--- src/rtl/dmem_arb_pkg.sv ---
// Shared types for the data-memory arbiter: requester IDs and the
// request bundle that is muxed onto the single memory port.
package dmem_arb_pkg;

  localparam int MEM_ADDR_W = 32;
  localparam int MEM_DATA_W = 32;

  typedef enum logic {
    REQ_CORE = 1'b0,
    REQ_DBG  = 1'b1
  } req_id_t;

  typedef struct packed {
    logic                  we;
    logic [MEM_ADDR_W-1:0] addr;
    logic [MEM_DATA_W-1:0] wdata;
  } mem_req_t;

endpackage

--- src/rtl/rr_arbiter2.sv ---
// Two-way round-robin arbiter: combinational grant, registered pointer to
// the requester granted most recently. Bit 0 is the core, bit 1 is debug.
module rr_arbiter2
  import dmem_arb_pkg::*;
(
  input  logic       clk,
  input  logic       rst,
  input  logic [1:0] req,
  output logic [1:0] gnt
);

  req_id_t last_gnt;

  // On a tie the requester that did not win last time is served.
  always_comb begin
    gnt = 2'b00;
    case (req)
      2'b01:   gnt = 2'b01;
      2'b10:   gnt = 2'b10;
      2'b11:   gnt = (last_gnt == REQ_CORE) ? 2'b10 : 2'b01;
      default: gnt = 2'b00;
    endcase
  end

  always_ff @(posedge clk) begin
    if (rst) begin
      last_gnt <= REQ_DBG;
    end else if (gnt[1]) begin
      last_gnt <= REQ_DBG;
    end else if (gnt[0]) begin
      last_gnt <= REQ_CORE;
    end
  end

endmodule

--- src/rtl/dmem_arbiter.sv ---
// Shares one data-memory port between the core load/store path and the
// debug/loader port; read data is registered back to the issuing side.
module dmem_arbiter
  import dmem_arb_pkg::*;
#(
  parameter int ADDR_W = 32,
  parameter int DATA_W = 32
) (
  input  logic              clk,
  input  logic              rst,
  input  logic              core_req,
  input  logic              core_we,
  input  logic [ADDR_W-1:0] core_addr,
  input  logic [DATA_W-1:0] core_wdata,
  output logic              core_gnt,
  output logic              core_stall,
  output logic              core_rvalid,
  output logic [DATA_W-1:0] core_rdata,
  input  logic              dbg_req,
  input  logic              dbg_we,
  input  logic [ADDR_W-1:0] dbg_addr,
  input  logic [DATA_W-1:0] dbg_wdata,
  output logic              dbg_gnt,
  output logic              dbg_rvalid,
  output logic [DATA_W-1:0] dbg_rdata,
  output logic              mem_rd_en,
  output logic              mem_wr_en,
  output logic [ADDR_W-1:0] mem_addr,
  output logic [DATA_W-1:0] mem_wdata,
  input  logic [DATA_W-1:0] mem_rdata
);

  logic [1:0] gnt;
  mem_req_t   core_rq;
  mem_req_t   dbg_rq;
  mem_req_t   sel_rq;
  logic       core_rd_p0;
  logic       dbg_rd_p0;
  logic       core_vld_p1;
  logic       dbg_vld_p1;
  logic [DATA_W-1:0] core_rdata_p1;
  logic [DATA_W-1:0] dbg_rdata_p1;

  rr_arbiter2 u_arb (
    .clk (clk),
    .rst (rst),
    .req ({dbg_req, core_req}),
    .gnt (gnt)
  );

  assign core_rq = '{we: core_we, addr: MEM_ADDR_W'(core_addr), wdata: MEM_DATA_W'(core_wdata)};
  assign dbg_rq  = '{we: dbg_we,  addr: MEM_ADDR_W'(dbg_addr),  wdata: MEM_DATA_W'(dbg_wdata)};

  assign core_gnt   = gnt[0];
  assign dbg_gnt    = gnt[1];
  assign core_stall = core_req & ~gnt[0];

  // Idle cycles present the core's address/data so the port never floats.
  assign sel_rq    = gnt[1] ? dbg_rq : core_rq;
  assign mem_wr_en = (|gnt) & sel_rq.we;
  assign mem_rd_en = (|gnt) & ~sel_rq.we;
  assign mem_addr  = ADDR_W'(sel_rq.addr);
  assign mem_wdata = DATA_W'(sel_rq.wdata);

  assign core_rd_p0 = gnt[0] & ~core_we;
  assign dbg_rd_p0  = gnt[1] & ~dbg_we;

  // ---- stage p0 -> p1: capture read data for the side that issued the read
  always_ff @(posedge clk) begin
    if (rst) begin
      core_vld_p1   <= 1'b0;
      dbg_vld_p1    <= 1'b0;
      core_rdata_p1 <= '0;
      dbg_rdata_p1  <= '0;
    end else begin
      core_vld_p1 <= core_rd_p0;
      dbg_vld_p1  <= dbg_rd_p0;
      if (core_rd_p0) core_rdata_p1 <= mem_rdata;
      if (dbg_rd_p0)  dbg_rdata_p1  <= mem_rdata;
    end
  end

  assign core_rvalid = core_vld_p1;
  assign core_rdata  = core_rdata_p1;
  assign dbg_rvalid  = dbg_vld_p1;
  assign dbg_rdata   = dbg_rdata_p1;

endmodule

--- config.mk ---
export PLATFORM = sky130hd
export DESIGN_NAME = dmem_arbiter
export DESIGN_NICKNAME = d
export VERILOG_FILES = /design/src/rtl/dmem_arb_pkg.sv /design/src/rtl/rr_arbiter2.sv /design/src/rtl/dmem_arbiter.sv
export SDC_FILE = /design/constraint.sdc
export NUM_CORES = 1
export LEC_CHECK = 0
export CAP_MARGIN = 20
export CORE_AREA = 5 5 114 116
export CTS_CLUSTER_DIAMETER = 40
export DETAILED_ROUTE_END_ITERATION = 7
export DIE_AREA = 0 0 119 121
export HOLD_SLACK_MARGIN = 0.02
export PLACE_DENSITY = 0.78
export SETUP_SLACK_MARGIN = 0.1
export SYNTH_ARGS = -nofsm -noshare
export SYNTH_HDL_FRONTEND = slang
export SYNTH_SLANG_ARGS = --single-unit
--- constraint.sdc ---
create_clock -name clk -period 2.4 [get_ports clk]
set_input_delay 0.48 -clock clk [delete_from_list [all_inputs] [get_ports clk]]
set_output_delay 0.48 -clock clk [all_outputs]
set_load 0.1 [all_outputs]
==> metrics.md <==
| Metric | Value |
|---|---|
| Status | `completed` |
| Type of the most critical hold path | `input port to register` |
| Highest attainable clock frequency | `440 MHz` |
| Bufs on Longest Clock Path | `2` |
| Leading cell type by number of instances after synthesis | `sky130_fd_sc_hd__nand2b_1` |
| Area share of the largest cell type after synthesis | `37.2%` |
| Congestion Overflow GR | `0` |
| Peak fanout along the critical path | `8` |
| Max Transition Viols Final | `0` |
| Post-route clock skew | `7.52 ps` |
| Leading cell types by count after synthesis | `sky130_fd_sc_hd__nand2b_1 (68), sky130_fd_sc_hd__dfxtp_1 (67), sky130_fd_sc_hd__o21ai_0 (62), sky130_fd_sc_hd__mux2_1 (40), sky130_fd_sc_hd__nor2b_1 (33)` |
| Root buffer selected by CTS | `sky130_fd_sc_hd__clkbuf_16` |
| CTS hold repair buffers | `0` |
| Worst flop-to-flop path startpoint | `u_arb.last_gnt` |
| Fin cells | `826` |
| Pwr Density | `637 mW/mm²` |
| Detailed-routing wirelength on met1 | `7320 µm` |
| RSZ-0062 raised after global routing | `true` |
| Proportion of synthesized flip-flops having asynchronous set or reset | `0%` |
| Die H | `121 µm` |
| Final hold viol count | `0` |
| Total wire length after detailed routing | `18900 µm` |
| Layout cells sized above 1 | `36.0%` |
| HPWL reported at the end of detailed placement | `14700 µm` |
| Clock Pin Slew Worst Setup and Hold Paths | `50 ps` |
| Maximum resistive drop on vdd | `0.553 mV` |
| Area of the placeable core | `0.0118 mm²` |
| Arrival time at the worst endpoint | `1790 ps` |
| Synthesized Nets | `536` |
| Number of optimization iterations in the first detailed-route pass | `4` |
| Instance count along the most critical hold path | `3` |
| Setup total negative slack | `0 ps` |
| Start point of the worst hold path | `dbg_req` |
| Clock tree from TritonCTS | `done` |
| Die Span X | `119 µm` |
| Final period util | `94.7%` |
| Most frequently used flop master after synthesis | `sky130_fd_sc_hd__dfxtp_1` |
| Library cell appearing most often on the critical path | `sky130_fd_sc_hd__buf_12` |
| Final nets | `840` |
| Required time of the critical path | `1920 ps` |
| Maxcap violations | `0` |
| Minimum period implied by the final worst setup slack | `2270 ps` |
| Critical Path Source Type | `register` |
| Violation count after the first detailed-route iteration | `146` |
| Source of the critical timing path | `u_arb.last_gnt` |
| Maximum number of pins on one net before global-route repair | `64` |
| Placed Cells | `797` |
| Remaining routing DRC violations | `0` |
| Vias in the first global route | `4079` |
| Total of endpoints with negative setup slack in the final report | `0` |
| Cell row count | `40` |
| Highest cell delay on the worst timing path | `360 ps` |
| Starting utilization of the core area | `30.5%` |
| Largest cells by area after synthesis | `sky130_fd_sc_hd__dfxtp_1 (37%), sky130_fd_sc_hd__mux2_1 (12%), sky130_fd_sc_hd__nand2b_1 (12%), sky130_fd_sc_hd__mux2i_1 (8.9%), sky130_fd_sc_hd__o21ai_0 (8.6%)` |
| Area enclosed by the die boundary | `0.0144 mm²` |
| TritonCTS buffer count | `9` |
| Routability cong. | `0.906` |
| Count of different cell masters after synthesis | `20` |
| Cell breakdown of the critical path | `a21boi_4, buf_6, buf_16, buf_12, mux2_2, buf_12` |
| Via/cell ratio | `4.77` |
| Proportion of synthesized chip area in sequential cells | `37.2%` |
| Synthesized netlist cell count | `370` |
| Hold slack | `438 ps` |
| Total met3 wirelength after detailed routing | `1690 µm` |
| CTS H-tree depth | `3` |
| Clock insertion delay at the later pin of the skew report | `330 ps` |
| Setup Crit Path Kind | `register to output port` |
| Top Layer Used | `met4` |
| CTS sink cnt | `67` |
| Number of flip-flops and latches in the synthesized netlist | `67` |
| Avg Inst Size Synth | `9.74 µm²` |
| Count of flip-flops with a built-in enable after synthesis | `0` |
| Number of antenna violations at the first check in global routing | `1` |
| Rel. slew slack | `65.4%` |
| Top Ports | `301` |
| Leakage dissipation | `0.00335 µW` |
| Number of cell instances on the worst register-to-register path | `5` |
| Total number of vias | `3943` |
| Synthesized area | `0.00360 mm²` |
| Internal reg-to-reg setup slack | `850 ps` |
| Synthesis-to-finish area growth | `118%` |
| # fillers | `911` |
| First-pass GRT wire length | `26800 µm` |
| Detail Route met2 WL | `9160 µm` |
| Worst hold path endpoint | `u_arb.last_gnt` |
| Kind of end point of the critical path | `output port` |
| Dominant cell type by area after synthesis | `sky130_fd_sc_hd__dfxtp_1` |
| DRT antenna net count | `0` |
| Endpoint of the worst-slack reg-to-reg timing path | `dbg_rdata[29]` |
| Ys Warns | `0` |
| Total routing resource utilization after global routing | `24.4%` |
| Tightest Pin Transition | `519 ps` |
| Post-detailed-route wirelength per cell | `22.8 µm` |
| CP max-delay cell | `sky130_fd_sc_hd__dfxtp_4` |
| Port Buffers | `300` |
==> kinds of logic (layout without fill, tap and decap cells) <==
family	after synthesis	in the layout	synth area share, %
compound gates	67	67	9.79
flops	67	67	37.2
buf+inv	31	339	5.24
mux	96	96	28.9
other cells	0	1	0
simple gates	109	109	18.9
==> placed cells by master, fill, tap and decap left out <==
cell | Yosys | routed
sky130_fd_sc_hd__bufinv_16 | 0 | 2
sky130_fd_sc_hd__buf_16 | 0 | 2
sky130_fd_sc_hd__a22o_2 | 0 | 1
sky130_fd_sc_hd__clkdlybuf4s50_1 | 0 | 162
sky130_fd_sc_hd__mux2i_1 | 32 | 32
sky130_fd_sc_hd__and2b_1 | 1 | 1
sky130_fd_sc_hd__mux2_2 | 24 | 39
sky130_fd_sc_hd__nor2b_1 | 33 | 32
sky130_fd_sc_hd__mux2_4 | 0 | 22
sky130_fd_sc_hd__dfxtp_4 | 0 | 1
sky130_fd_sc_hd__nor2b_2 | 0 | 1
sky130_fd_sc_hd__diode_2 | 0 | 1
sky130_fd_sc_hd__nor2_1 | 2 | 2
sky130_fd_sc_hd__inv_6 | 0 | 1
sky130_fd_sc_hd__nand2b_4 | 1 | 1
sky130_fd_sc_hd__nand2_1 | 2 | 2
sky130_fd_sc_hd__o21ai_1 | 3 | 3
sky130_fd_sc_hd__clkbuf_8 | 0 | 1
sky130_fd_sc_hd__clkinvlp_4 | 0 | 1
sky130_fd_sc_hd__and2_2 | 0 | 1
sky130_fd_sc_hd__o21ai_0 | 62 | 62
sky130_fd_sc_hd__and2_1 | 2 | 1
sky130_fd_sc_hd__buf_6 | 7 | 2
sky130_fd_sc_hd__clkbuf_16 | 0 | 10
sky130_fd_sc_hd__buf_2 | 4 | 2
sky130_fd_sc_hd__nand2b_1 | 68 | 68
sky130_fd_sc_hd__clkbuf_2 | 0 | 1
sky130_fd_sc_hd__buf_4 | 1 | 78
sky130_fd_sc_hd__dfxtp_1 | 67 | 66
sky130_fd_sc_hd__mux2_1 | 40 | 3
sky130_fd_sc_hd__clkinv_4 | 0 | 1
sky130_fd_sc_hd__a21boi_4 | 1 | 1
sky130_fd_sc_hd__buf_12 | 0 | 76
==> power breakdown <==
group / internal (µW) / switching, µW / total (µW)
logic: 909 / 1490 / 2390
clock network: 937 / 487 / 1420
registers: 1170 / 29.4 / 1190
total: 3010 / 2000 / 5010
==> what timing repair did <==
item,in CTS,in global routing
setup endpoints to repair,66,54
gates resized for setup,53,22
buffers inserted,4,6
pin swaps,1,1
gates cloned,2,1
==> worst max-delay path: cells and delay by family (launching register included) <==
kind | cells | cell delay, ps
AOI/OAI and AO/OA | 1 | 200
buffers and inverters | 4 | 550
muxes | 1 | 360
DFF | 1 | 360
==> through the flow <==
stage / utilization [%] / instance area, µm² / total power, µW / setup WS [ps]
3_5_place_dp: 61.5 / 7260 / 3520 / -237
6_report: 66.6 / 7860 / 5010 / 127
4_1_cts: 65.7 / 7760 / 5020 / 63.6
2_1_floorplan: - / 3610 / 2600 / 177
5_1_grt: 66.6 / 7860 / 5150 / 82.1
3_3_place_gp: 61.5 / 7260 / 3500 / -176
==> final cells by class <==
class                   count  area (µm²)  area share [%]
repair buffers            324        3850            48.9
clock inverters             5        85.1            1.08
multi-input cells         272        2160            27.5
well taps                 147         184            2.34
clock buffers              10         239            3.04
diodes                      1        2.50          0.0318
flip-flops and latches     67        1350            17.1
==> how the worst max path moves through the flow <==
stage | cells after the start | end
global route | 6 | mem_addr[17]
CTS | 6 | mem_addr[15]
global placement | 5 | mem_addr[0]
finish | 6 | mem_addr[9]
detailed placement | 5 | mem_addr[15]
floorplan | 3 | core_stall
==> state kept, by name, summed over array words and instances (netlist names) <==
| signal | cells |
|---|---|
| dbg_rvalid | 1 |
| core_rvalid | 1 |
| dbg_rdata | 32 |
| u_arb.last_gnt | 1 |
| core_rdata | 32 |
==> per-layer routing <==
metal / vias to the layer above / GRT usage [%]
met5: - / 0
met4: 0 / 8.40
met1: 1849 / 28.4
li1: 1873 / -
met3: 29 / 9.32
met2: 192 / 41.0
Note: power is estimated with default switching activity, not from simulation.
